## config.mk

```make
export PLATFORM = sky130hd
export DESIGN_NAME = str_interp
export DESIGN_NICKNAME = d
export VERILOG_FILES = /design/src/rtl/str_interp.sv
export SDC_FILE = /design/constraint.sdc
export NUM_CORES = 1
export LEC_CHECK = 0
export ABC_AREA = 1
export BUFFER_PORTS_ARGS = -buffer_cell sky130_fd_sc_hd__buf_2
export CORE_UTILIZATION = 48
export DETAILED_ROUTE_END_ITERATION = 10
export PLACE_DENSITY = 0.82
export SLEW_MARGIN = 40
export SYNTH_ARGS = -nofsm -noshare
export SYNTH_HDL_FRONTEND = slang
export SYNTH_SLANG_ARGS = --single-unit
```

## constraint.sdc

```tcl
create_clock -name clk -period 2.28 [get_ports clk]
set_clock_uncertainty 0.2 [all_clocks]
set_input_delay 0.228 -clock clk [delete_from_list [all_inputs] [get_ports clk]]
set_output_delay 0.228 -clock clk [all_outputs]
set_load 0.01 [all_outputs]
```

## src/rtl/str_interp.sv

```systemverilog
// str_interp: streaming interpolator, emits INTERP beats per accepted sample
// with zero-stuffing (HOLD=0) or sample-and-hold (HOLD=1) fill.
module str_interp #(
    parameter int DW     = 10,
    parameter int INTERP = 5,
    parameter int HOLD   = 0
) (
    input  logic                 clk,
    input  logic                 rst_n,
    input  logic signed [DW-1:0] in,
    input  logic                 ivalid,
    output logic                 iready,
    output logic signed [DW-1:0] out,
    output logic                 ovalid,
    input  logic                 oready,
    output logic                 ofirst
);
    localparam int PW = INTERP > 1 ? $clog2(INTERP) : 1;
    typedef enum logic {IDLE, EMIT} state_t;
    state_t        state;
    logic [PW-1:0] phase;
    logic          last, ish, osh;
    assign ovalid = state == EMIT;
    assign last   = phase == PW'(INTERP - 1);
    assign iready = ~ovalid | (oready & last);
    assign ish    = ivalid & iready;
    assign osh    = ovalid & oready;
    // A new sample always wins, so the last beat of a group and the next
    // load share one cycle and groups run back-to-back.
    always_ff @(posedge clk or negedge rst_n) begin
        if (!rst_n) begin
            state  <= IDLE;
            out    <= '0;
            ofirst <= 1'b0;
            phase  <= '0;
        end else if (ish) begin
            state  <= EMIT;
            out    <= in;
            ofirst <= 1'b1;
            phase  <= '0;
        end else if (osh) begin
            ofirst <= 1'b0;
            if (last) begin
                state <= IDLE;
                out   <= '0;
                phase <= '0;
            end else begin
                phase <= phase + 1'b1;
                if (HOLD == 0) out <= '0;
            end
        end
    end
endmodule

```

==> flow_summary.yaml, run 1 <==
status:
  outcome: "finished clean"
floorplan:
  io_pins: 27
  die_x_um: 39.2
  die_height_um: 39.2
  start_util_pct: 51.1
  rows: 13
  core-area_um2: 1300
  die_area_um2: 1540
cells_and_area:
  n_antenna_cell: 0
  syn2layout_area_growth_pct: 39.4
  drive_gt1_share_pct: 27.8
  fin_cells: 130
  final_nets: 132
  final_common_cell: "nand2_1"
  final_cell_mix: "nand2_1 (33), buf_2 (26), dfrtp_1 (15)"
  finalInstanceArea_um2: 926
  final.fill_count: 103
timing:
  finalSetupViolCount: 0
  max_slew_margin_pct: 74.1
  worst_pin_slew_ps: 387
  timing.hold.ws_ps: 104
  period_minus_slack_ps: 1980
  drv_slew: 0
  fin_crit_sh_pct: 86.8
  rsz0062_at_grt: "false"
  hold_viol_final: 0
  clock.fmax_mhz: 505
  tns_ps: 0
logic_synthesis:
  synth_nets: 93
  synth_top_area_share_pct: 56.5
  ys_warn_count: 0
  ys_types: 13
  synth_cells: 77
  yosysSeqAreaShare_pct: 56.5
  avgSynthCellArea_um2: 8.63
  synth_largest_area_cell: "dfrtp_1"
  netlist_area_um2: 664
  ys_ff_latch: 15
  yosys-top-cells-area: "dfrtp_1 (56%), nand2_1 (19%), nand3_1 (11%)"
worst_setup_path:
  critPathSlowestCell: "dfrtp_1"
  crit_chain: "inv_1 > ha_1 > nand3_1 > nand2_1 > buf_2"
  reg2reg_from: "phase[0]"
  required_ps: 1850
  rrSetupSlack_ps: 550
  critPathKind: "reg2out"
  critPathMaxFanout: 13
  cpPeakStageDelay_ps: 420
  timing.rr.end: "phase[2]"
  cp-end-kind: "primary output"
  r2r_cells: 7
  critPathLaunchType: "register"
  critPathArrivalTime_ps: 1550
route:
  drtIter0Drc: 16
  dr.pass1.iters: 4
  wl_mm: 1.57
  drc: 0
  viasPerCell: 4.98
  wire_per_inst_um: 12.0
  antenna_left: 0
  via_count: 647
cts:
  clk_pin_slew_ps: 90
  root_buffer: "clkbuf_4"
  clk_path_buf_depth: 2
  cts_setup_buffers: 0
  cts_tree: "built"
  cts_sinks: 15
  numCtsBuffers: 3
  htree_levels: 1
  clock_latency_ps: 280
  ctsResizeCount: 0
placed_design:
  io_buffers: 26
  placedCellCount: 115
  hpwlAfterDp_um: 996
  place_area_um2: 790
  globalplace.congestion: 0.802
grt:
  track_usage_pct: 23.3
  grt_pass1_vias: 567
  gr-total-overflow: 0
  antenna_found_initial: 0
  grt_first_pass_wirelength_mm: 2.24
  grt_max_degree: 16
power:
  p_switching_w: 0.000392
  p_seq_share_pct: 43.6
  p_per_area_nw_per_um2: 1050
  leakage_nw: 0.548
  pwr-share-comb_pct: 40.7
  clock_power_share_pct: 15.7
  internal_power_w: 0.000579
  switching_share_pct: 40.4
  ir_drop_mv: 0.527
min_path:
  whs_endpoint: "out[3]"
  worstHoldPathCells: 3
  hp-start: "ivalid"
  hold_path.class: "in2reg"
job:
  cap_violations: 0
==> Yosys cell counts <==
cell type and count:
inv_1 3, buf_6 1, dfrtp_1 15, nand2_2 1, a21oi_2 1, buf_4 1, nor2_1 3, ha_1 2
a21oi_1 1, inv_2 1, nand2_1 33, buf_2 1, nand3_1 14
==> stage by stage <==
stage / total power (W) / setup WS [ps] / utilization, %
final: 0.000971 / 301 / 71.2
after global routing: 0.00105 / 184 / 71.2
after CTS: 0.000976 / 298 / 71.2
after detailed placement: 0.000808 / 576 / 60.7
after global placement: 0.000794 / 640 / 60.7
after floorplan: 0.000690 / 902 / -
==> timing repair <==
action	CTS	global route
endpoints found under the setup margin	0	0
hold endpoints to repair	25	0
hold buffers	11	0
==> registers in the layout (all words and copies together), names as in the netlist <==
register,count
ovalid,1
out,10
ofirst,1
phase,3
==> worst max-delay path by stage <==
stage                  start        to  slack (ps)
floorplan           phase[0]    iready         900
global placement    phase[0]  phase[1]         640
detailed placement  phase[0]  phase[2]         580
CTS                 phase[0]    iready         300
global route        phase[0]    iready         180
finish              phase[0]    iready         300
==> area by class of cell <==
| type | instances | area [µm²] | share of cell area, % |
|---|---|---|---|
| Multi-Input combinational cell | 55 | 250 | 27.0 |
| Sequential cell | 15 | 375 | 40.5 |
| Timing Repair Buffer | 37 | 240 | 25.9 |
| Clock buffer | 4 | 26.3 | 2.84 |
| Inverter | 4 | 15.0 | 1.62 |
| Tap cell | 15 | 18.8 | 2.03 |
==> metal layers <==
layer	track usage [%]	routed length (µm)	vias to the layer above
met1	28.2	671	301
met2	37.9	816	21
li1	-	-	321
met3	3.47	53	4
met5	0	0	-
met4	15.5	25	0
==> power by group through the flow <==
stage	registers, W	logic [W]	clock network (W)
after floorplan	0.000451	0.000239	0
after global placement	0.000420	0.000374	0
after detailed placement	0.000427	0.000381	0
after CTS	0.000422	0.000397	0.000157
after global routing	0.000434	0.000444	0.000167
final	0.000423	0.000395	0.000152
==> cell families (layout without fill, tap and decap cells) <==
group | after synthesis | in the layout | synth area share (%)
AO/OA/AOI/OAI | 2 | 2 | 2.07
adder cells (fa/ha/maj) | 2 | 2 | 3.77
buffers and inverters | 7 | 45 | 5.84
flip-flops | 15 | 15 | 56.5
AND/OR/NAND/NOR | 51 | 51 | 31.8
==> critical path: cells and delay by family (launching register included) <==
family	cells	cell delay, ps
adder cells (fa/ha/maj)	1	180
buffers and inverters	2	280
flip-flops	1	420
AND/OR/NAND/NOR	2	380
Note: power is estimated with default switching activity, not from simulation.
==> inputs of run 2 (changes only) <==
--- a/config.mk
+++ b/config.mk
@@ -9,4 +9,5 @@
 export BUFFER_PORTS_ARGS = -buffer_cell sky130_fd_sc_hd__buf_2
 export CORE_UTILIZATION = 48
+export CTS_CLUSTER_SIZE = 28
 export DETAILED_ROUTE_END_ITERATION = 10
 export PLACE_DENSITY = 0.82
==> constraint.sdc (replaced) <==
create_clock -name clk -period 2.28 [get_ports clk]
set_clock_uncertainty 0.2 [all_clocks]
set_input_delay 0.684 -clock clk [delete_from_list [all_inputs] [get_ports clk]]
set_output_delay 0.684 -clock clk [all_outputs]
set_load 0.01 [all_outputs]
==> run 2 against run 1 <==
Sequential power fell by 0.9%. First-iteration DRC count fell by 56%. Non-clock buffer count fell by 10. Sequential share of layout area rose by 5.0 points. Global-route usage fell by 3.2 points. Hold slack got worse by 32 ps. Fmax fell by 7.8%. Die area did not move. Routed wire length fell by 13%. Critical path depth did not move. Utilization fell by 7.8 points. Highest routed layer unchanged.
==> flow_summary.yaml, run 2 (synthesis gave the netlist of run 1 again) <==
cts:
  clk_pin_slew_ps: 90
  cts_setup_buffers: 0
  cts_hold_buffers: 0
  cts_sinks: 15
  ctsResizeCount: 0
  root_buffer: "clkbuf_4"
  cts_tree: "built"
  numCtsBuffers: 3
  clock_latency_ps: 290
  clk_path_buf_depth: 2
  htree_levels: 1
cells_and_area:
  final_common_cell: "nand2_1"
  final.fill_count: 124
  syn2layout_area_growth_pct: 24.1
  top_regs: "out x10, phase x3"
  drive_gt1_share_pct: 32.4
  final_nets: 122
  top_register: "out"
  largest_reg_flops: 10
  n_antenna_cell: 0
  final_cell_mix: "nand2_1 (33), buf_2 (26), dfrtp_1 (15)"
worst_setup_path:
  critPathArrivalTime_ps: 1260
  timing.rr.end: "phase[1]"
  reg2reg_from: "phase[1]"
  critPathSlowestCell: "dfrtp_1"
  cpPeakStageDelay_ps: 400
  critPathLaunchType: "register"
  crit_buf_inv: 2
  crit_chain: "inv_1 > ha_1 > nand3_1 > nand2_1 > buf_2"
  cp-end-kind: "primary output"
  r2r_cells: 8
  critPathKind: "reg2out"
  rrSetupSlack_ps: 660
  crit_family: "flip-flops"
  required_ps: 1400
  critPathMaxFanout: 4
timing:
  drv_slew: 0
  fin_ws_ps: 134
  finalSetupViolCount: 0
  clock.fmax_mhz: 466
  fin_crit_sh_pct: 94.1
  worst_pin_slew_ps: 321
  period_minus_slack_ps: 2150
  tns_ps: 0
  rsz0062_at_grt: "false"
  max_slew_margin_pct: 78.6
  hold_viol_final: 0
route:
  drtIter0Drc: 7
  via_count: 591
  dr.pass1.iters: 4
  viasPerCell: 4.93
  wire_per_inst_um: 11.3
  wl_mm: 1.36
  antenna_left: 0
  drc: 0
grt:
  grt_max_degree: 16
  grt_first_pass_wirelength_mm: 1.91
  antenna_found_initial: 0
  grt_pass1_vias: 455
  track_usage_pct: 20.1
  gr-total-overflow: 0
placed_design:
  post-place-ws_ps: 327
  io_buffers: 26
  globalplace.congestion: 0.728
  hpwlAfterDp_um: 974
status:
  outcome: "finished clean"
floorplan:
  die_area_um2: 1540
  core-area_um2: 1300
  die_x_um: 39.2
  io_pins: 27
  die_height_um: 39.2
  rows: 13
  start_util_pct: 51.1
min_path:
  hold_path.class: "in2async"
power:
  leakage_nw: 0.510
  p_per_area_nw_per_um2: 1170
  ir_drop_mv: 0.589
job:
  cap_violations: 0
-- run 2: through the flow --
step / utilization (%) / cells / cell area [µm²] / power [W] / hold WS [ps]
2_1_floorplan: - / 77 / 664 / 0.000690 / 188
3_3_place_gp: 61.3 / 116 / 797 / 0.000807 / 251
3_5_place_dp: 61.3 / 116 / 797 / 0.000820 / 254
4_1_cts: 63.4 / 120 / 825 / 0.000973 / 84.9
5_1_grt: 63.4 / 120 / 825 / 0.00105 / 97.6
6_report: 63.4 / 120 / 825 / 0.000969 / 72.3
-- run 2: per-layer routing --
layer | routed length (µm) | GRT usage (%)
met1 | 596 | 26.3
met2 | 665 | 30.4
met3 | 56 | 3.47
met4 | 40 | 12.9
met5 | 0 | 0
-- run 2: area by class of cell --
type	instances	area, µm²	share of cell area, %
tap	15	18.8	2.28
clock inverter	1	5.00	0.607
multi-input combinational	55	250	30.3
timing repair buffer	27	138	16.7
inverter	4	15.0	1.82
sequential	15	375	45.5
clock buffer	3	22.5	2.73
-- run 2: how the worst max path moves through the flow --
stage          startpoint  endpoint  slack [ps]  cells after the start
5_1_grt          phase[0]    iready          50                      5
3_5_place_dp       oready    iready         330                      4
4_1_cts          phase[0]    iready         120                      5
6_report         phase[0]    iready         130                      5
3_3_place_gp       oready    iready         330                      4
2_1_floorplan      oready    iready         400                      3
-- run 2: where the power goes --
group	total (W)	internal [W]	switching, W
combinational	0.000395	0.000154	0.000241
sequential	0.000419	0.000356	0.0000631
clock	0.000154	0.0000653	0.0000887
total	0.000968	0.000576	0.000392
==> inputs of run 3 (changes only) <==
--- a/config.mk
+++ b/config.mk
@@ -11,6 +11,6 @@
 export CTS_CLUSTER_SIZE = 28
 export DETAILED_ROUTE_END_ITERATION = 10
-export PLACE_DENSITY = 0.82
-export SLEW_MARGIN = 40
+export PLACE_DENSITY = 0.79
+export SLEW_MARGIN = 10
 export SYNTH_ARGS = -nofsm -noshare
 export SYNTH_HDL_FRONTEND = slang
==> constraint.sdc (replaced) <==
create_clock -name clk -period 2.28 [get_ports clk]
set_clock_uncertainty 0.2 [all_clocks]
set_input_delay 0.57 -clock clk [delete_from_list [all_inputs] [get_ports clk]]
set_output_delay 0.57 -clock clk [all_outputs]
set_load 0.01 [all_outputs]
==> run 3 against run 2 <==
Routed wire length rose by 0.29%. Total power is essentially flat. Critical path depth is the same. Die area unchanged. Utilization rose by 0.77 points. Flip-flop and latch count unchanged. Fmax rose by 5.6%. Cell count rose by 0.83%. Clock power is essentially flat. Hold slack better by 200 ps. Final area rose by 1.2%. Global-route usage decreased by 1.0 points. Critical path type unchanged. Critical endpoint unchanged. Largest power group unchanged.
==> flow_summary.yaml, run 3 (synthesis gave the netlist of run 1 again) <==
status:
  outcome: "finished clean"
cts:
  numCtsBuffers: 3
  root_buffer: "clkbuf_4"
  clk_path_buf_depth: 2
  cts_setup_buffers: 0
  cts_sinks: 15
  htree_levels: 1
  clk_pin_slew_ps: 90
  cts_tree: "built"
  clock_latency_ps: 280
worst_setup_path:
  critPathArrivalTime_ps: 1260
  required_ps: 1510
  critPathKind: "reg2out"
  r2r_cells: 8
  rrSetupSlack_ps: 650
  critPathMaxFanout: 4
  reg2reg_from: "phase[0]"
  cp-end-kind: "primary output"
  timing.rr.end: "phase[2]"
  critPathLaunchType: "register"
grt:
  grt_first_pass_wirelength_mm: 1.89
  grt_max_degree: 16
  gr-total-overflow: 0
  grt_pass1_vias: 461
  track_usage_pct: 19.1
  antenna_found_initial: 0
floorplan:
  core-area_um2: 1300
  rows: 13
  die_x_um: 39.2
  die_area_um2: 1540
  io_pins: 27
  start_util_pct: 51.1
  die_height_um: 39.2
cells_and_area:
  final.fill_count: 111
  seq_area_um2: 375
  top_regs: "out x10, phase x3"
  final_nets: 123
  largest_reg_flops: 10
  final_common_cell: "nand2_1"
  n_antenna_cell: 0
  multi_input_comb_area_um2: 250
  top_register: "out"
  drive_gt1_share_pct: 32.1
  syn2layout_area_growth_pct: 25.6
  final_cell_mix: "nand2_1 (33), buf_2 (26), dfrtp_1 (15)"
placed_design:
  globalplace.congestion: 0.664
  io_buffers: 26
  post-place-ws_ps: 561
  hpwlAfterDp_mm: 1.00
power:
  total_power_w: 0.000969
  switching_share_pct: 40.4
  ir_drop_mv: 0.710
  p_switching_w: 0.000392
  internal_power_w: 0.000578
  p_seq_share_pct: 43.4
  p_per_area_nw_per_um2: 1160
  pwr-share-comb_pct: 40.7
  clock_power_share_pct: 15.9
  leakage_nw: 0.514
route:
  drc: 0
  antenna_left: 0
  wire_per_inst_um: 11.3
  via_count: 592
  drtIter0Drc: 8
  wl_mm: 1.36
  viasPerCell: 4.89
  dr.pass1.iters: 4
min_path:
  whs_endpoint: "out[4]"
  worstHoldPathCells: 2
  hp-start: "out[4]"
  hold_path.class: "reg2reg"
timing:
  worst_pin_slew_ps: 334
  rsz0062_at_grt: "false"
  fin_crit_sh_pct: 89.1
  fin_ws_ps: 248
  clock.fmax_mhz: 492
  hold_viol_final: 0
  period_minus_slack_ps: 2030
  finalSetupViolCount: 0
  drv_slew: 0
  tns_ps: 0
  max_slew_margin_pct: 77.7
job:
  cap_violations: 0
[run 3: cell types whose count changed in the layout (fill, tap and decap cells not counted), sizes merged]
| cell | change |
|---|---|
| dlygate4sd3 | +1 |
[run 3: what timing repair did]
item                       4_1_cts  5_1_grt
hold buffers                     1        0
setup endpoints to repair        0        0
hold endpoints to repair        15        0
resized for setup                0        0
[run 3: worst max path at each step]
stage                  start      to  slack (ps)
floorplan           phase[0]  iready         560
global placement      oready  iready         560
detailed placement    oready  iready         560
CTS                 phase[0]  iready         240
global route        phase[0]  iready         140
finish              phase[0]  iready         250
[run 3: power by group through the flow]
stage / logic, W / registers [W] / clock network, W
global placement: 0.000386 / 0.000420 / 0
detailed placement: 0.000397 / 0.000427 / 0
CTS: 0.000401 / 0.000422 / 0.000158
global route: 0.000450 / 0.000431 / 0.000169
finish: 0.000395 / 0.000421 / 0.000154
floorplan: 0.000239 / 0.000451 / 0
[run 3: metal layers]
metal	global-route usage [%]	wire length, µm
met1	23.5	595
met3	5.20	47
met5	0	0
met2	30.0	702
met4	10.3	17
[run 3: metrics by stage]
| stage | utilization [%] | hold WS [ps] | std cells | cell area [µm²] |
|---|---|---|---|---|
| 6_report | 64.1 | 273 | 121 | 835 |
| 5_1_grt | 64.1 | 291 | 121 | 835 |
| 4_1_cts | 64.1 | 276 | 121 | 835 |
| 3_5_place_dp | 61.3 | 254 | 116 | 797 |
| 3_3_place_gp | 61.3 | 248 | 116 | 797 |
| 2_1_floorplan | - | 74.4 | 77 | 664 |
[run 3: cell type report]
type	count	area share, %
Multi-Input combinational cell	55	30.0
Tap cell	15	2.25
Timing Repair Buffer	28	17.7
Inverter	4	1.80
Clock inverter	1	0.600
Sequential cell	15	45.0
Clock buffer	3	2.70
[run 3: worst max-delay path, stage by stage (launching register included)]
cell and delay [ps]:
dfrtp_1 400, inv_1 60, ha_1 220, nand3_1 90, nand2_1 70, buf_2 140
